[src/rtl/tdc_pkg.sv]
// ---- tdc_pkg : state encoding shared by run controller, datapath and benches  (rev 1.0) ----
`default_nettype none

package tdc_pkg;

  localparam int STATE_W = 2;

  typedef logic [STATE_W-1:0] state_t;

  localparam state_t ST_IDLE  = 2'b00;
  localparam state_t ST_RUN   = 2'b01;
  localparam state_t ST_PAUSE = 2'b10;
  localparam state_t ST_DONE  = 2'b11;

endpackage

`default_nettype wire

[src/rtl/btn_sync_edge.sv]
// ---- btn_sync_edge : raw button synchronizer with one-cycle rising-edge pulse  (rev 1.0) ----
`default_nettype none

module btn_sync_edge #(
  parameter int SYNC_STAGES = 2
) (
  input  logic clock,
  input  logic reset,
  input  logic din,
  output logic pulse
);

  logic [SYNC_STAGES-1:0] sync_q;
  logic [SYNC_STAGES-1:0] sync_d;
  logic                   last_d_q;
  logic                   last_d_d;

  always_comb begin
    sync_d   = {sync_q[SYNC_STAGES-2:0], din};
    last_d_d = sync_q[SYNC_STAGES-1];
  end

  always_ff @(posedge clock) begin
    if (reset) begin
      sync_q   <= '0;
      last_d_q <= 1'b0;
    end else begin
      sync_q   <= sync_d;
      last_d_q <= last_d_d;
    end
  end

  // A held button stays high in the chain, so only its first synchronized cycle pulses.
  assign pulse = sync_q[SYNC_STAGES-1] & ~last_d_q;

endmodule

`default_nettype wire

[src/rtl/tdc_run_ctrl.sv]
// ---- tdc_run_ctrl : run/pause/clear sequencer for the 00..99 counter datapath  (rev 1.0) ----
`default_nettype none

module tdc_run_ctrl
  import tdc_pkg::*;
#(
  parameter int DIV         = 50_000_000,
  parameter int DIV_W       = 26,
  parameter int SYNC_STAGES = 2,
  parameter bit WRAP        = 1'b0
) (
  input  logic               clock,
  input  logic               reset,
  input  logic               btn_run,
  input  logic               btn_clr,
  input  logic               at_max,
  output logic               count_en,
  output logic               count_clr,
  output logic               running,
  output logic [STATE_W-1:0] state
);

  localparam logic [DIV_W-1:0] PCNT_LAST = DIV_W'(DIV - 1);

  logic             run_pulse;
  logic             clr_pulse;
  logic             tick;
  state_t           state_q;
  state_t           state_d;
  logic [DIV_W-1:0] pcnt_q;
  logic [DIV_W-1:0] pcnt_d;
  logic             count_en_q;
  logic             count_en_d;
  logic             count_clr_q;
  logic             count_clr_d;

  btn_sync_edge #(
    .SYNC_STAGES(SYNC_STAGES)
  ) u_run_sync (
    .clock(clock),
    .reset(reset),
    .din  (btn_run),
    .pulse(run_pulse)
  );

  btn_sync_edge #(
    .SYNC_STAGES(SYNC_STAGES)
  ) u_clr_sync (
    .clock(clock),
    .reset(reset),
    .din  (btn_clr),
    .pulse(clr_pulse)
  );

  always_comb begin
    tick = (state_q == ST_RUN) && (pcnt_q == PCNT_LAST);
  end

  always_ff @(posedge clock) begin
    if (reset) begin
      state_q     <= ST_IDLE;
      pcnt_q      <= '0;
      count_en_q  <= 1'b0;
      count_clr_q <= 1'b0;
    end else begin
      state_q     <= state_d;
      pcnt_q      <= pcnt_d;
      count_en_q  <= count_en_d;
      count_clr_q <= count_clr_d;
    end
  end

  // The prescaler is only touched from RUN or on a clear, so PAUSE keeps the partial period.
  always_comb begin
    state_d = state_q;
    pcnt_d  = pcnt_q;
    if (clr_pulse) begin
      state_d = ST_IDLE;
      pcnt_d  = '0;
    end else begin
      case (state_q)
        ST_IDLE: begin
          if (run_pulse) begin
            state_d = ST_RUN;
            pcnt_d  = '0;
          end
        end
        ST_RUN: begin
          if (run_pulse) begin
            state_d = ST_PAUSE;
          end else if (tick) begin
            pcnt_d = '0;
            if (at_max && !WRAP) begin
              state_d = ST_DONE;
            end
          end else begin
            pcnt_d = pcnt_q + DIV_W'(1);
          end
        end
        ST_PAUSE: begin
          if (run_pulse) begin
            state_d = ST_RUN;
          end
        end
        default: begin
        end
      endcase
    end
  end

  always_comb begin
    count_clr_d = clr_pulse;
    count_en_d  = !clr_pulse && !run_pulse && tick && (WRAP || !at_max);
  end

  assign count_en  = count_en_q;
  assign count_clr = count_clr_q;
  assign running   = (state_q == ST_RUN);
  assign state     = state_q;

endmodule

`default_nettype wire

[config.mk]
export PLATFORM = sky130hd
export DESIGN_NAME = tdc_run_ctrl
export DESIGN_NICKNAME = d
export VERILOG_FILES = /design/src/rtl/tdc_pkg.sv /design/src/rtl/btn_sync_edge.sv /design/src/rtl/tdc_run_ctrl.sv
export SDC_FILE = /design/constraint.sdc
export NUM_CORES = 1
export LEC_CHECK = 0
export ABC_AREA = 1
export BUFFER_PORTS_ARGS = -buffer_cell sky130_fd_sc_hd__buf_2
export CORE_ASPECT_RATIO = 1.2
export CORE_MARGIN = 8
export CORE_UTILIZATION = 54
export DETAILED_ROUTE_END_ITERATION = 7
export PLACE_DENSITY_LB_ADDON = 0.2
export SETUP_SLACK_MARGIN = 0.2
export SLEW_MARGIN = 20
export SYNTH_ARGS = -nofsm -noshare
export SYNTH_HDL_FRONTEND = slang
export SYNTH_HIERARCHICAL = 1
export SYNTH_SLANG_ARGS = --single-unit
[constraint.sdc]
create_clock -name clock -period 1.4 [get_ports clock]
set_clock_uncertainty 0.1 [all_clocks]
set_input_delay 0.07 -clock clock [delete_from_list [all_inputs] [get_ports clock]]
set_output_delay 0.07 -clock clock [all_outputs]
set_load 0.1 [all_outputs]
==> metrics.md, run 1 <==
| Metric | Value |
|---|---|
| Leftover overflow at the end of global routing | 0 |
| Drt via density | 6.58 |
| X dimension of the die | 70.7 µm |
| Routability cong. | 0.921 |
| Post-route worst setup slack | -444 ps |
| Cells along the critical path | nand2_1, inv_1, nand2_1, nor2_1, nand2_1, nand2_1, nand3_2, a21oi_2 |
| Antenna diode count | 0 |
| Num CTS Buffers | 5 |
| Placeable core region | 3540 µm² |
| Synthesized instance count | about 300 |
| Max cap viols | 0 |
| Maximum net fanout on the critical path | 3 |
| Via count of the routed design | 2817 |
| Fill cell instance count of the final layout | approximately 120 |
| CP max-delay cell | dfxtp_1 |
| Routed WL | 10200 µm |
| Crit path time final | about 1800 ps |
| Final Core Density | 0.914 |
| Depth of the CTS H-tree | 2 |
| Start-to-end type of the worst setup path | flop to flop |
| Number of port buffers | 9 |
| Initial cell density of the core | 0.547 |
| Wire length of the first global-routing pass | ~11000 µm |
| Layout cells sized above 1 | 0.537 |
| Actual transition at the worst max-transition pin | between 400 and 500 ps |
| Fraction of the cycle the final worst path needs | 1.32 |
| Number of nets in the synthesized netlist | 299 |
| Number of buffers between clock root and the deepest sink | 2 |
| Start point of the worst min-delay path | reset |
| Average size of a mapped cell | 6.61 µm² |
| Post-DRT Antenna Nets | 0 |
| Power per cell area | 673 nW/µm² |
| Number of endpoints failing setup at the final stage | 28 |
| DIE HEIGHT | 81.6 µm |
| Average wire length per cell after detail routing | around 24 µm |
| All-layer global routing usage | 0.247 |
| Count of non-filler cells in the finished layout | between 400 and 500 |
| Sequential cell area fraction in the yosys report | 0.372 |
| R2R Path Start | pcnt_q[21] |
| Crit path top cell by count | nand2_1 |
| Final net count | a little under 400 |
| Clock edge transition at the registers on the reported setup and hold paths | 80 ps |
| Warning count from the yosys run | 6 |
| Run status | finished, violations left |
| Clock tree from TritonCTS | done |
| DR iter-0 viols | roughly 500 |
| Data arrival time of the critical path | 1980 ps |
| Violations in the final reports | negative setup slack |
| Drt drc | 0 |
| Leakage power of the design | 1.34 nW |
| HP Class | input port to flop |
| Peak supply drop | about 900 µV |
| Unrepaired setup endpoints after global routing | true |
| TritonRoute pass-1 iters | 7 |
| Worst hold path stage count | 4 |
| Number of unique standard cell types used by synthesis | 22 |
| Pins over their slew limit | 0 |
| R2R Setup Slk | -440 ps |
| CP endpoint kind | flop |
| Area of the die | ~5800 µm² |
| FF-to-FF path depth | 8 |
| Slowest Stage Delay on Critical Path | approximately 390 ps |
| Boundary pin count | 10 |
| Placement row count | 24 |
| Start point of the critical path | pcnt_q[21] |
| Summed instance area of the synthesized netlist | 1940 µm² |
| Number of antenna violations at the first check in global routing | 0 |
| Root buffer selected by CTS | clkbuf_8 |
| Pin count of the biggest net entering global routing | 15 |
| Upper clock frequency limit | 542 MHz |
| Worst slew slack as a fraction of its limit | 0.674 |
| Synth-to-layout area growth | 67.1% |
| Vias in the first global route | 2386 |
| Number of synthesized register bits | 36 |
| Capture instance of the worst register-to-register path | pcnt_q[24] |
| Placed cell count | 395 |
| Final hold violation count | 0 |
| End of the worst hold path | pcnt_q[2] |
| Count of clock tree sinks | 36 |
| Detail Placement HPWL | 3990 µm |
| CP Data Required Time | about 1500 ps |
| Clock Latency Late Sink | about 300 ps |
| Post-Place Worst Slack | -204 ps |
| Smallest hold slack | 126 ps |
| Startpoint class of the critical path | flop |
## worst max-delay path, delay by kind of cell (launching register included)
family          cells  cell delay (ps)
buf+inv             1              140
flops               1              390
simple gates        6              980
compound gates      1              150
## cell type report
| type | count | area, µm² | share of cell area |
|---|---|---|---|
| clock inverter | 2 | 10.0 | 0.00309 |
| inverter | 39 | 151 | 0.0468 |
| sequential | 36 | 748 | 0.231 |
| multi-input combinational | 217 | 1470 | 0.454 |
| timing repair buffer | 89 | 728 | 0.225 |
| tap | 39 | 48.8 | 0.0151 |
| clock buffer | 6 | 82.6 | 0.0255 |
## sequential cells by signal, summed over array words and instances (netlist names)
| signal | count |
|---|---|
| pcnt_q | 26 |
| u_clr_sync/last_d_q | 1 |
| state | 2 |
| u_clr_sync/sync_q | 2 |
| u_run_sync/last_d_q | 1 |
| count_en | 1 |
| u_run_sync/sync_q | 2 |
| count_clr | 1 |
## worst max-delay path by stage
stage	end	slack, ps	cells after the start
global placement	pcnt_q[19]	-170	11
CTS	pcnt_q[19]	-100	11
detailed placement	pcnt_q[21]	-200	11
floorplan	pcnt_q[18]	-450	7
finish	pcnt_q[24]	-440	8
global route	pcnt_q[24]	-520	9
## cells in the final DEF (no fill, tap or decap), types with 10 or more instances in the layout
cell,n
inv_1,32
nand2_2,21
nor2_2,16
buf_6,10
nor2_4,22
dfxtp_2,13
nand2_1,43
dfxtp_1,20
nand3_1,20
nor2_1,40
buf_4,68
## cell usage after synthesis, drive strengths merged
cell type,count,area [µm²]
a21oi,8,40.0
buf,2,16.3
dfxtp,36,721
ha,1,12.5
inv,39,146
nand2,73,312
nand3,27,145
nand3b,2,15.0
nand4,5,31.3
nor2,79,353
nor3,7,35.0
o21ai,3,15.0
xnor2,3,26.3
xor2,8,70.1
## power breakdown
group          switching [mW]  total, mW  internal [mW]
Clock                   0.432      0.826          0.394
Combinational           0.193      0.315          0.122
Sequential            0.00873       1.04           1.03
Total                   0.634       2.18           1.55
## kinds of logic after synthesis
group / synth area share
AND/OR/NAND/NOR: 0.460
flip-flops: 0.372
buffers and inverters: 0.0839
adder cells (fa/ha/maj): 0.00645
AO/OA/AOI/OAI: 0.0284
XOR/XNOR: 0.0497
## stage by stage
stage	instance area, µm²	total power, mW	TNS, ps
2_1_floorplan	1980	1.18	-10370
3_3_place_gp	2490	1.24	-2620
3_5_place_dp	2490	1.25	-3390
4_1_cts	2930	2.07	-1510
5_1_grt	3240	2.21	-9100
6_report	3240	2.18	-6500
## metal layers
metal | vias up | track usage | wire [µm]
li1 | 1097 | - | -
met1 | 1271 | 0.241 | 3400
met2 | 318 | 0.461 | 4600
met3 | 131 | 0.0452 | 1170
met4 | 0 | 0.188 | 1050
met5 | - | 0 | 0
## timing repair
action                                 in CTS  in global routing
gates cloned                                0                  1
hold buffers                                4                  0
endpoints found under the hold margin       9                  0
setup endpoints to repair                  33                 31
setup buffers                              14                  6
pin swaps                                  33                 22
gates resized for setup                    62                 66
Note: power is estimated with default switching activity, not from simulation.
==> run 2, diff against run 1 <==
--- a/config.mk
+++ b/config.mk
@@ -7,9 +7,12 @@
 export LEC_CHECK = 0
 export ABC_AREA = 1
 export BUFFER_PORTS_ARGS = -buffer_cell sky130_fd_sc_hd__buf_2
+export CAP_MARGIN = 0
+export CELL_PAD_IN_SITES_DETAIL_PLACEMENT = 0
+export CELL_PAD_IN_SITES_GLOBAL_PLACEMENT = 1
 export CORE_ASPECT_RATIO = 1.2
 export CORE_MARGIN = 8
-export CORE_UTILIZATION = 54
+export CORE_UTILIZATION = 43
 export DETAILED_ROUTE_END_ITERATION = 7
 export PLACE_DENSITY_LB_ADDON = 0.2
 export SETUP_SLACK_MARGIN = 0.2
==> constraint.sdc (replaced) <==
create_clock -name clock -period 2.1 [get_ports clock]
set_clock_uncertainty 0.1 [all_clocks]
set_input_delay 0.105 -clock clock [delete_from_list [all_inputs] [get_ports clock]]
set_output_delay 0.105 -clock clock [all_outputs]
set_load 0.1 [all_outputs]
==> metrics.md, run 2 (synthesis gave the netlist of run 1 again) <==
| Metric | Value |
|---|---|
| Clock edge transition at the registers on the reported setup and hold paths | 80 ps |
| Post-DRT Antenna Nets | 0 |
| Number of antenna violations at the first check in global routing | 0 |
| All-layer global routing usage | 0.149 |
| Num CTS Buffers | 5 |
| Maximum net fanout on the critical path | 14 |
| Routed WL | roughly 4700 µm |
| TritonRoute pass-1 iters | 4 |
| Drt via density | 4.85 |
| Commonest non-fill, non-tap cell in the layout | nor2_1 |
| Commonest non-fill, non-tap cells in the layout | nor2_1 (69), nand2_1 (64), inv_1 (35) |
| Number of buffers between clock root and the deepest sink | 2 |
| Run status | finished clean |
| Start-to-end type of the worst setup path | flop to flop |
| Post-CTS setup buffers | 0 |
| Number of endpoints failing setup at the final stage | 0 |
| Leftover overflow at the end of global routing | 0 |
| HP Class | flop to flop |
| Area of all placed cells without fillers | 2230 µm² |
| Leakage power of the design | 0.842 nW |
| Number of port buffers | 9 |
| Max FFs per register | 26 |
| Crit path time final | 1710 ps |
| Drt drc | 0 |
| Synth-to-layout area growth | 14.8% |
| Final hold violation count | 0 |
| Placeable core region | 4290 µm² |
| PnR Total Power | 1.34 mW |
| Final net count | 320 |
| Wire length of the first global-routing pass | 8140 µm |
| Pin count of the biggest net entering global routing | 15 |
| Clock tree from TritonCTS | done |
| CP endpoint kind | flop |
| Setup total negative slack | 0 ps |
| Average wire length per cell after detail routing | between 10 and 15 µm |
| Data arrival time of the critical path | about 1800 ps |
| Layout cells sized above 1 | 0.143 |
| Vias in the first global route | 1839 |
| Detail Placement HPWL | roughly 3700 µm |
| Boundary pin count | 10 |
| Upper clock frequency limit | 584 MHz |
| Via count of the routed design | 1798 |
| Post-route worst setup slack | a little under 400 ps |
| Pins over their slew limit | 0 |
| Power per cell area | ~600 nW/µm² |
| Depth of the CTS H-tree | 2 |
| Clock Latency Late Sink | 300 ps |
| X dimension of the die | between 70 and 80 µm |
| Initial cell density of the core | 0.451 |
| Peak supply drop | between 500 and 600 µV |
| Post-Place Worst Slack | 269 ps |
| Final Core Density | 0.518 |
| DIE HEIGHT | 89.5 µm |
| Startpoint class of the critical path | flop |
| Unrepaired setup endpoints after global routing | false |
| Placement row count | 26 |
| Antenna diode count | 0 |
| DR iter-0 viols | 115 |
| Largest register by flop count | pcnt_q |
| Area of the die | 6920 µm² |
| Count of clock tree sinks | 36 |
| CP Data Required Time | about 2200 ps |
| Fraction of the cycle the final worst path needs | 0.815 |
| Actual transition at the worst max-transition pin | 489 ps |
| Routability cong. | 0.924 |
| Total cell area at the placement stage | 2060 µm² |
| Worst slew slack as a fraction of its limit | 0.676 |
| Max cap viols | 0 |
| Root buffer selected by CTS | clkbuf_8 |
[run 2: cell types whose count changed in the layout (fill, tap and decap cells not counted), sizes merged]
cell and change:
clkinv -2, inv +1, nand2 -1, dlygate4sd3 +2, clkinvlp +1, buf -75
[run 2: worst max-delay path, stage by stage, from the launching register on]
cell,delay [ps]
dfxtp_1,380
ha_1,230
nand3_2,130
inv_2,110
nand2_1,50
nor2_1,80
nand2_1,90
nand2_2,80
nand2_4,80
nand2_4,180
nor2_1,70
[run 2: final cells by class]
class / count / area, µm²
fill: 467 / 2070
clock inverter: 2 / 13.8
multi-input combinational: 216 / 1070
inverter: 39 / 146
timing repair buffer: 16 / 113
tap: 56 / 70.1
sequential: 36 / 726
clock buffer: 6 / 82.6
[run 2: worst paths after layout]
path / depth (start not counted) / slack (ps) / to / start
setup / recovery: 10 / 390 / pcnt_q[13] / pcnt_q[0]
hold / removal: 2 / 310 / u_run_sync/sync_q[1] / u_run_sync/sync_q[0]
setup reg to reg: 10 / 390 / pcnt_q[13] / pcnt_q[0]
hold reg to reg: 2 / 310 / u_run_sync/sync_q[1] / u_run_sync/sync_q[0]
[run 2: through the flow]
step,cells,hold slack (ps)
after floorplan,293,76.2
after global placement,357,203
after detailed placement,357,215
after CTS,371,317
after global routing,371,349
final,371,313
[run 2: per-layer routing]
layer	vias to the layer above	global-route usage	routed length, µm
li1	945	-	-
met3	9	0.0332	121
met1	822	0.159	2070
met5	-	0	0
met4	0	0.0619	102
met2	22	0.278	2380
[run 2: timing repair]
action                                  CTS  global route
resized for setup                         0             2
hold buffers                              6             0
endpoints found under the setup margin    0             3
hold endpoints to repair                  9             0
[run 2: report_power, final]
| group | internal, mW | total [mW] | switching [mW] | leakage, nW |
|---|---|---|---|---|
| clock | 0.267 | 0.538 | 0.271 | 0.0477 |
| combinational | 0.0304 | 0.106 | 0.0756 | 0.502 |
| sequential | 0.689 | 0.692 | 0.00379 | 0.292 |
| total | 0.986 | 1.34 | 0.351 | 0.842 |
==> run 3, diff against run 2 <==
==> constraint.sdc (replaced) <==
create_clock -name clock -period 1.75 [get_ports clock]
set_clock_uncertainty 0.1 [all_clocks]
set_input_delay 0.0875 -clock clock [delete_from_list [all_inputs] [get_ports clock]]
set_output_delay 0.0875 -clock clock [all_outputs]
set_load 0.1 [all_outputs]
==> metrics.md, run 3 (synthesis gave the netlist of run 1 again) <==
| Metric | Value |
|---|---|
| Leakage power of the design | 1.02 nW |
| Unrepaired setup endpoints after global routing | true |
| Boundary pin count | 10 |
| Power dissipated by switching net loads | approximately 0.43 mW |
| CP endpoint kind | flop |
| Pins over their slew limit | 0 |
| DR iter-0 viols | between 70 and 80 |
| Drt via density | 4.85 |
| Final net count | ~340 |
| Detail Placement HPWL | 3630 µm |
| Via count of the routed design | 1881 |
| Commonest non-fill, non-tap cell in the layout | nand2_1 |
| Pin count of the biggest net entering global routing | 13 |
| Peak supply drop | 423 µV |
| Power per cell area | 749 nW/µm² |
| Run status | finished clean |
| DIE HEIGHT | slightly below 90 µm |
| Number of port buffers | 9 |
| Initial cell density of the core | 0.451 |
| Number of antenna violations at the first check in global routing | 0 |
| HP Class | flop to flop |
| Total internal power | 1.54 mW |
| Placement row count | 26 |
| Leftover overflow at the end of global routing | 0 |
| Sw frac | 0.218 |
| Root buffer selected by CTS | clkbuf_8 |
| Crit path time final | 1510 ps |
| Smallest hold slack | 303 ps |
| Num CTS Buffers | 5 |
| Maximum net fanout on the critical path | 5 |
| Data arrival time of the critical path | 1600 ps |
| Routability cong. | 0.851 |
| Placeable core region | 4290 µm² |
| Post-route worst setup slack | 236 ps |
| Number of endpoints failing setup at the final stage | 0 |
| Actual transition at the worst max-transition pin | 486 ps |
| Routed WL | between 4000 and 5000 µm |
| Wire length of the first global-routing pass | 8150 µm |
| Max FFs per register | 26 |
| Synth-to-layout area growth | 35.5% |
| Largest register by flop count | pcnt_q |
| Clock tree from TritonCTS | done |
| Fill cell instance count of the final layout | 415 |
| Fraction of the cycle the final worst path needs | 0.865 |
| Count of clock tree sinks | 36 |
| Clock edge transition at the registers on the reported setup and hold paths | around 80 ps |
| Commonest non-fill, non-tap cells in the layout | nand2_1 (61), nor2_1 (52), inv_1 (33) |
| Combinational power share | 0.085 |
| Drt drc | 0 |
| Depth of the CTS H-tree | 2 |
| Layout cells sized above 1 | 0.322 |
| TritonRoute pass-1 iters | 5 |
| Power share of the clock group | 0.492 |
| Max cap viols | 0 |
| Setup total negative slack | 0 ps |
| Vias in the first global route | 1816 |
| Final hold violation count | 0 |
| All-layer global routing usage | 0.147 |
| Area of the die | 6920 µm² |
| X dimension of the die | 77.3 µm |
| Average wire length per cell after detail routing | 12.8 µm |
| Upper clock frequency limit | 660 MHz |
| Antenna diode count | 0 |
| Startpoint class of the critical path | flop |
| Post-DRT Antenna Nets | 0 |
| Start-to-end type of the worst setup path | flop to flop |
| Portion of total power attributed to sequential cells | 0.422 |
| Worst slew slack as a fraction of its limit | 0.678 |
| Clock Latency Late Sink | 290 ps |
| Post-Place Worst Slack | roughly 54 ps |
| Number of buffers between clock root and the deepest sink | 2 |
| CP Data Required Time | 1840 ps |
==> run 3: changes by cell type in the layout (fill, tap and decap cells not counted), sizes merged <==
cell | before | now
clkinvlp | 1 | 0
nand2 | 73 | 74
bufinv | 0 | 2
inv | 40 | 39
buf | 10 | 26
==> run 3: worst paths after layout <==
kind | depth (start not counted) | start | to | slack [ps]
worst max-delay path | 11 | u_run_sync/sync_q[1] | pcnt_q[12] | 240
worst min-delay path | 2 | u_run_sync/sync_q[0] | u_run_sync/sync_q[1] | 300
worst max register to register | 11 | u_run_sync/sync_q[1] | pcnt_q[12] | 240
worst min register to register | 2 | u_run_sync/sync_q[0] | u_run_sync/sync_q[1] | 300
==> run 3: metrics by stage <==
stage | power (mW) | utilization | std cells | area (µm²)
2_1_floorplan | 0.940 | - | 293 | 1950
3_5_place_dp | 0.974 | 0.492 | 364 | 2110
5_1_grt | 2.03 | 0.612 | 388 | 2630
3_3_place_gp | 0.975 | 0.492 | 364 | 2110
6_report | 1.97 | 0.612 | 388 | 2630
4_1_cts | 1.98 | 0.570 | 381 | 2450
==> run 3: what timing repair did <==
item,4_1_cts,5_1_grt
gates resized for setup,22,47
gates cloned,1,0
hold buffers,6,0
pin swaps,4,16
setup buffers,2,7
hold endpoints to repair,9,0
endpoints found under the setup margin,23,26
==> run 3: critical path, cell delays in order, from the launching register on <==
cell	delay, ps
dfxtp_2	330
inv_2	40
nor2_4	110
inv_2	70
nand2_4	80
nand3_4	120
nor2_1	130
nand3_1	110
nor2_1	170
nand2_1	70
inv_1	50
nor2_1	30
==> run 3: final cells by class <==
cell class	count	area, µm²	area share
flip-flops and latches	36	752	0.286
multi-input cells	217	1250	0.477
clock inverters	2	60.1	0.0229
repair buffers	32	243	0.0924
inverters	39	154	0.0586
clock buffers	6	93.8	0.0357
well taps	56	70.1	0.0267
==> run 3: power groups by stage <==
stage	combinational, mW	sequential [mW]	clock, mW
2_1_floorplan	0.0764	0.864	0
3_3_place_gp	0.124	0.850	0
3_5_place_dp	0.124	0.850	0
4_1_cts	0.160	0.831	0.984
5_1_grt	0.179	0.832	1.02
6_report	0.168	0.831	0.968
==> run 3: routing by layer <==
metal,vias up,track usage,wire length [µm]
met5,-,0,0
met4,0,0.0550,108
met1,843,0.164,2080
met2,40,0.273,2540
li1,986,-,-
met3,12,0.0282,215
